### config.mk
export PLATFORM = sky130hd
export DESIGN_NAME = udma_eth_rx_frame_filter
export DESIGN_NICKNAME = d
export VERILOG_FILES = /design/src/rtl/udma_eth_rx_frame_filter.sv
export SDC_FILE = /design/constraint.sdc
export NUM_CORES = 1
export LEC_CHECK = 0
export CORE_MARGIN = 4
export CORE_UTILIZATION = 53
export DETAILED_ROUTE_END_ITERATION = 12
export PLACE_DENSITY = 0.8
export SYNTH_ARGS = -nofsm -noshare
export SYNTH_HDL_FRONTEND = slang
export SYNTH_SLANG_ARGS = --single-unit
export TNS_END_PERCENT = 100
### constraint.sdc
create_clock -name eth_clk_i -period 3.15 [get_ports eth_clk_i]
set_input_delay 0.945 -clock eth_clk_i [delete_from_list [all_inputs] [get_ports eth_clk_i]]
set_output_delay 0.945 -clock eth_clk_i [all_outputs]
set_load 0.01 [all_outputs]
### src/rtl/udma_eth_rx_frame_filter.sv
// udma_eth_rx_frame_filter
//
// Cut-through receive filter between the Ethernet MAC receive stream and the
// uDMA RX data buffer (eth_clk_i domain). The six destination-MAC bytes are
// buffered, checked against the station address, and then either replayed
// to the master port or thrown away. After the replay, the rest of the frame
// passes through combinationally. The block drops runts and address
// mismatches. It truncates frames longer than MAX_FRAME_LEN with a forced
// tlast. Every frame on the master port has exactly one tlast and a length
// in [6, MAX_FRAME_LEN].
//
// Ports
//   eth_clk_i, eth_rstn_i      clock, asynchronous active-low reset
//   cfg_mac_addr_i             station MAC, [47:40] is the first byte on wire
//   cfg_promisc_i              accept every destination
//   cfg_bcast_en_i             accept FF:FF:FF:FF:FF:FF
//   s_axis_*                   MAC receive byte stream (tuser = bad frame)
//   m_axis_*                   filtered byte stream towards the RX buffer
//   drop_cnt_o                 frames discarded (runt or address mismatch)
//   trunc_cnt_o                frames truncated at MAX_FRAME_LEN
//   err_event_o                pulse per runt, truncation or bad forwarded frame
//   frame_event_o              pulse per forwarded tlast handshake
module udma_eth_rx_frame_filter #(
    parameter int unsigned MAX_FRAME_LEN = 1518,
    parameter int unsigned CNT_WIDTH     = 16
) (
    input  logic                 eth_clk_i,
    input  logic                 eth_rstn_i,
    input  logic [47:0]          cfg_mac_addr_i,
    input  logic                 cfg_promisc_i,
    input  logic                 cfg_bcast_en_i,
    input  logic [7:0]           s_axis_tdata_i,
    input  logic                 s_axis_tvalid_i,
    input  logic                 s_axis_tlast_i,
    input  logic                 s_axis_tuser_i,
    output logic                 s_axis_tready_o,
    output logic [7:0]           m_axis_tdata_o,
    output logic                 m_axis_tvalid_o,
    output logic                 m_axis_tlast_o,
    input  logic                 m_axis_tready_i,
    output logic [CNT_WIDTH-1:0] drop_cnt_o,
    output logic [CNT_WIDTH-1:0] trunc_cnt_o,
    output logic                 err_event_o,
    output logic                 frame_event_o
);

    localparam int unsigned DATA_W = 8;
    // bcnt value of the forwarded byte that is numbered MAX_FRAME_LEN.
    localparam logic [10:0] LAST_BYTE_IDX = 11'(MAX_FRAME_LEN - 1);

    typedef enum logic [2:0] {
        ST_HDR,
        ST_DECIDE,
        ST_REPLAY,
        ST_PASS,
        ST_DISCARD
    } state_t;

    state_t              state_q, state_d;
    logic [DATA_W-1:0]   hdr_q [6];
    logic [10:0]         bcnt_q, bcnt_d;
    logic [2:0]          idx_q, idx_d;
    logic                hdr_last_q, hdr_last_d;
    logic                hdr_bad_q, hdr_bad_d;
    logic                drop_inc, trunc_inc, err_d, frame_d;
    logic                s_ready_int;
    logic                s_hs, m_hs;
    logic [47:0]         dest;
    logic                match;

    function automatic logic [CNT_WIDTH-1:0] sat_inc(input logic [CNT_WIDTH-1:0] v);
        return (&v) ? v : v + 1'b1;
    endfunction

    assign dest  = {hdr_q[0], hdr_q[1], hdr_q[2], hdr_q[3], hdr_q[4], hdr_q[5]};
    assign match = cfg_promisc_i
                 | (cfg_bcast_en_i & (dest == 48'hFFFF_FFFF_FFFF))
                 | (dest == cfg_mac_addr_i);

    // Ready is also gated by the raw reset so that no byte is taken while reset is held.
    assign s_axis_tready_o = eth_rstn_i & s_ready_int;
    assign s_hs            = s_axis_tvalid_i & s_axis_tready_o;
    assign m_hs            = m_axis_tvalid_o & m_axis_tready_i;

    always_comb begin
        s_ready_int     = 1'b0;
        m_axis_tvalid_o = 1'b0;
        m_axis_tdata_o  = '0;
        m_axis_tlast_o  = 1'b0;
        case (state_q)
            ST_HDR, ST_DISCARD: s_ready_int = 1'b1;
            ST_REPLAY: begin
                m_axis_tvalid_o = 1'b1;
                m_axis_tdata_o  = hdr_q[idx_q];
                m_axis_tlast_o  = hdr_last_q & (idx_q == 3'd5);
            end
            ST_PASS: begin
                s_ready_int     = m_axis_tready_i;
                m_axis_tvalid_o = s_axis_tvalid_i;
                m_axis_tdata_o  = s_axis_tdata_i;
                // A forced tlast on the MAX_FRAME_LEN-th byte makes the frame a truncation.
                m_axis_tlast_o  = s_axis_tlast_i | (bcnt_q == LAST_BYTE_IDX);
            end
            default: ;
        endcase
    end

    always_comb begin
        state_d    = state_q;
        bcnt_d     = bcnt_q;
        idx_d      = idx_q;
        hdr_last_d = hdr_last_q;
        hdr_bad_d  = hdr_bad_q;
        drop_inc   = 1'b0;
        trunc_inc  = 1'b0;
        err_d      = 1'b0;
        frame_d    = 1'b0;
        case (state_q)
            ST_HDR: begin
                if (s_hs) begin
                    if (bcnt_q == 11'd5) begin
                        hdr_last_d = s_axis_tlast_i;
                        hdr_bad_d  = s_axis_tuser_i;
                        bcnt_d     = 11'd6;
                        state_d    = ST_DECIDE;
                    end else if (s_axis_tlast_i) begin
                        drop_inc = 1'b1;
                        err_d    = 1'b1;
                        bcnt_d   = '0;
                    end else begin
                        bcnt_d = bcnt_q + 11'd1;
                    end
                end
            end
            ST_DECIDE: begin
                idx_d = '0;
                if (match) begin
                    state_d = ST_REPLAY;
                end else begin
                    drop_inc = 1'b1;
                    if (hdr_last_q) begin
                        state_d = ST_HDR;
                        bcnt_d  = '0;
                    end else begin
                        state_d = ST_DISCARD;
                    end
                end
            end
            ST_REPLAY: begin
                if (m_hs) begin
                    if (idx_q == 3'd5) begin
                        if (hdr_last_q) begin
                            state_d = ST_HDR;
                            bcnt_d  = '0;
                            frame_d = 1'b1;
                            err_d   = hdr_bad_q;
                        end else begin
                            state_d = ST_PASS;
                        end
                    end else begin
                        idx_d = idx_q + 3'd1;
                    end
                end
            end
            ST_PASS: begin
                if (s_hs) begin
                    bcnt_d = bcnt_q + 11'd1;
                    if (s_axis_tlast_i) begin
                        state_d = ST_HDR;
                        bcnt_d  = '0;
                        frame_d = 1'b1;
                        err_d   = s_axis_tuser_i;
                    end else if (bcnt_q == LAST_BYTE_IDX) begin
                        state_d   = ST_DISCARD;
                        trunc_inc = 1'b1;
                        err_d     = 1'b1;
                        frame_d   = 1'b1;
                    end
                end
            end
            ST_DISCARD: begin
                if (s_hs && s_axis_tlast_i) begin
                    state_d = ST_HDR;
                    bcnt_d  = '0;
                end
            end
            default: begin
                state_d = ST_HDR;
                bcnt_d  = '0;
            end
        endcase
    end

    // ---- control stage: state, counters, event pulses ----
    always_ff @(posedge eth_clk_i or negedge eth_rstn_i) begin
        if (!eth_rstn_i) begin
            state_q       <= ST_HDR;
            bcnt_q        <= '0;
            idx_q         <= '0;
            hdr_last_q    <= 1'b0;
            hdr_bad_q     <= 1'b0;
            drop_cnt_o    <= '0;
            trunc_cnt_o   <= '0;
            err_event_o   <= 1'b0;
            frame_event_o <= 1'b0;
        end else begin
            state_q       <= state_d;
            bcnt_q        <= bcnt_d;
            idx_q         <= idx_d;
            hdr_last_q    <= hdr_last_d;
            hdr_bad_q     <= hdr_bad_d;
            err_event_o   <= err_d;
            frame_event_o <= frame_d;
            if (drop_inc)  drop_cnt_o  <= sat_inc(drop_cnt_o);
            if (trunc_inc) trunc_cnt_o <= sat_inc(trunc_cnt_o);
        end
    end

    // ---- header capture stage: data only, no reset needed ----
    always_ff @(posedge eth_clk_i) begin
        if (state_q == ST_HDR && s_hs) hdr_q[bcnt_q[2:0]] <= s_axis_tdata_i;
    end

endmodule
==> flow_summary_export.csv <==
group,metric,value,unit
sta,fmax,313,MHz
drt,drtPass1Iterations,5,
global_routing,grt_pass1_wl,28500,µm
status,status,"finished, violations left",
status,violations,"negative setup slack",
power_and_ir_drop,combPwrFrac,35.0,%
setup_path,critPathRequiredTime,2200,ps
yosys,yosysTopAreaCell,"edfxtp_1",
cts,cts_buffers,17,
power_and_ir_drop,p_leak,3.37,nW
power_and_ir_drop,power_density,668,nW/µm²
sta,slew_violations,0,
global_routing,grt_overflow,0,
floorplan,rows,39,
cts,cts_max_level,4,
yosys,synth.ff_latch_count,117,
floorplan,die_h,116,µm
yosys,yosys-top-cells-count,"edfxtp_1 (64), dfrtp_1 (53), xor2_1 (53), nor2_1 (43), nand2_1 (36)",
placed_design,gp_congestion,0.958,
sta,hold_viol,0,
min_path,min_path_type,"register to register",
cells_and_area,final_cell_area,8510,µm²
sta,fin_skew,10.9,ps
cts,cts_tree,"yes",
global_routing,antenna_found_initial,0,
yosys,synthTopCellsByArea,"edfxtp_1 (31%), dfrtp_1 (21%), xor2_1 (7.5%)",
drt,dr_total_vias,5223,
sta,relSlewSlack,53.7,%
drt,wire_per_inst,21.8,µm
yosys,synth_cell_types,65,
power_and_ir_drop,p_sw_share,32.8,%
sta,setup-violations-final,1,
sta,rsz0062_at_grt,"true",
sta,fin_tns_setup,-47.2,ps
yosys,synthesis.nets,598,
sta,period_minus_slack,3200,ps
power_and_ir_drop,ir_worst_vdd,549,µV
floorplan,core,11500,µm²
drt,drcViolationCount,0,
cts,clkTransAtPathRegs,50,ps
yosys,synth_ff_type,"edfxtp_1",
yosys,synth_seq_area_share,52.2,%
cells_and_area,antenna_cells,0,
cts,cts_num_sinks,117,
yosys,avgSynthCellArea,11.8,µm²
setup_path,crit_arrival,2250,ps
yosys,ys_warn_count,0,
floorplan,die_area,13500,µm²
placed_design,place_ws,-344,ps
global_routing,grt_max_degree,46,
setup_path,crit_path_end_kind,"output pin",
cts,cts_root_buf,"clkbuf_16",
power_and_ir_drop,clockPowerShare,32.2,%
floorplan,initial_core_util,54.3,%
floorplan,fp.dieW,116,µm
setup_path,crit_type,"register to output pin",
yosys,synth_edf_count,64,
yosys,netlist_instances,528,
sta,post-route-period-util,101,%
drt,vias_per_cell,6.11,
cells_and_area,drive_gt1_share,20.9,%
sta,worst_pin_slew,689,ps
placed_design,dpl_cell_area,7700,µm²
floorplan,pin_count,109,
cells_and_area,final_nets,769,
drt,antenna_left,0,
power_and_ir_drop,internal-power,3.82,mW
cts,clockBufferDepth,2,
power_and_ir_drop,pwr-share-seq,32.8,%
yosys,synth_area,6230,µm²
global_routing,track_usage,28.1,%
cells_and_area,area_delta_synth_final,36.6,%
yosys,synth_top_cell_area_share,30.9,%
sta,setup_ws,-47.2,ps
global_routing,grt_pass1_vias,5206,
power_and_ir_drop,p_switching,1.86,mW
flow_run,drv_cap,0,
setup_path,cp-start-kind,"register",
drt,wirelength,18600,µm
yosys,async_flop_share,45.3,%
placed_design,io_buffers,108,
setup_path,critPathMaxFanout,5,
cts,clock_latency,410,ps
yosys,synth_most_common_cell,"edfxtp_1",
placed_design,dp_hpwl,13000,µm
drt,drt_iter0_markers,577,
==> path summary, 6_finish.rpt <==
kind                                        start                           to  slack, ps  depth (start not counted)
setup / recovery             idx_q[0]$_DFFE_PN0P_            m_axis_tdata_o[2]        -50                          9
hold / removal             bcnt_q[10]$_DFFE_PN0P_       bcnt_q[10]$_DFFE_PN0P_        500                          1
setup reg to reg            bcnt_q[1]$_DFFE_PN0P_  trunc_cnt_o[14]$_DFFE_PN0P_        200                         17
hold reg to reg            bcnt_q[10]$_DFFE_PN0P_       bcnt_q[10]$_DFFE_PN0P_        500                          1
max in group asynchronous              eth_rstn_i        bcnt_q[0]$_DFFE_PN0P_       2010                          2
min in group asynchronous              eth_rstn_i       state_q[2]$_DFFE_PN0P_        540                          2
==> through the flow <==
stage	utilization, %	power (mW)	cells	hold WS, ps
global placement	67.2	3.69	808	482
detailed placement	67.2	3.72	808	487
global route	74.2	5.92	855	523
CTS	73.9	5.64	856	500
finish	74.2	5.68	855	501
floorplan	-	2.99	528	454
==> worst max-delay path, cell delays in order (launching register included) <==
cell and delay [ps]:
dfrtp_2 420, buf_12 140, buf_16 130, buf_6 110
mux4_2 450, mux2i_1 140, nor2_1 80, a21oi_2 150
nor2_1 70, buf_2 140
==> cells in the final DEF, fill, tap and decap left out, types with 3 or more instances in the layout <==
cell type        instances
a31oi_1                  3
nand3_1                 17
clkbuf_1                 3
nor3_1                  12
xor2_1                  53
a21oi_2                  3
nor2_1                  41
o21ai_0                 15
clkbuf_8                 5
nand2_1                 36
buf_12                   3
ha_1                     5
nand4_1                 29
or3_1                    4
edfxtp_1                64
nand4b_1                 3
mux4_2                  16
dfrtp_1                 49
buf_2                    5
and3_1                  13
inv_1                   13
buf_4                   55
dfrtp_2                  4
nor4_1                  15
mux2_2                   6
nand2b_1                 6
clkbuf_16               18
xnor2_1                 22
a21oi_1                 19
mux2i_1                  8
clkbuf_2                 4
clkdlybuf4s50_1         97
==> logic make-up (layout without fill, tap and decap cells) <==
| kind of cell | count (synthesis) | in the layout | share of synthesized area (%) |
|---|---|---|---|
| AND/OR/NAND/NOR | 199 | 199 | 17.1 |
| adder cells (fa/ha/maj) | 6 | 6 | 1.21 |
| multiplexers | 30 | 30 | 8.16 |
| flip-flops | 117 | 117 | 52.2 |
| XOR/XNOR | 75 | 75 | 10.5 |
| AO/OA/AOI/OAI | 70 | 70 | 7.78 |
| buffers and inverters | 31 | 215 | 3.03 |
==> flip-flops by register name, indices dropped and copies added, names as in the netlist, 3 cells and up <==
name         count
hdr_q           64
drop_cnt_o      16
trunc_cnt_o     16
bcnt_q          11
idx_q            3
state_q          3
==> layer usage <==
| metal | vias to the layer above | track usage [%] | share of wire [%] |
|---|---|---|---|
| met5 | - | 0 | 0 |
| met4 | 0 | 8.35 | 2.3 |
| met3 | 49 | 7.88 | 11 |
| met2 | 319 | 43.4 | 46 |
| met1 | 2525 | 39.2 | 41 |
| li1 | 2330 | - | - |
==> layout make-up <==
cell class	instances	area [µm²]
clock buffer	26	531
timing repair buffer	169	1580
multi-input combinational	380	2870
tap	143	179
sequential	117	3250
fill	779	2960
clock inverter	6	40.0
inverter	14	52.6
==> repair_timing <==
item	in CTS	in global routing
setup buffers	14	3
hold buffers	0	0
gates resized for setup	35	19
pin swaps	0	6
cloned	2	0
setup endpoints to repair	10	27
==> power groups by stage <==
| stage | sequential, mW | combinational [mW] | clock (mW) |
|---|---|---|---|
| floorplan | 1.85 | 1.14 | 0 |
| CTS | 1.86 | 1.94 | 1.84 |
| detailed placement | 1.88 | 1.84 | 0 |
| global route | 1.88 | 2.13 | 1.91 |
| finish | 1.86 | 1.99 | 1.83 |
| global placement | 1.88 | 1.81 | 0 |
No activity file was read; power rests on OpenSTA's default activity.
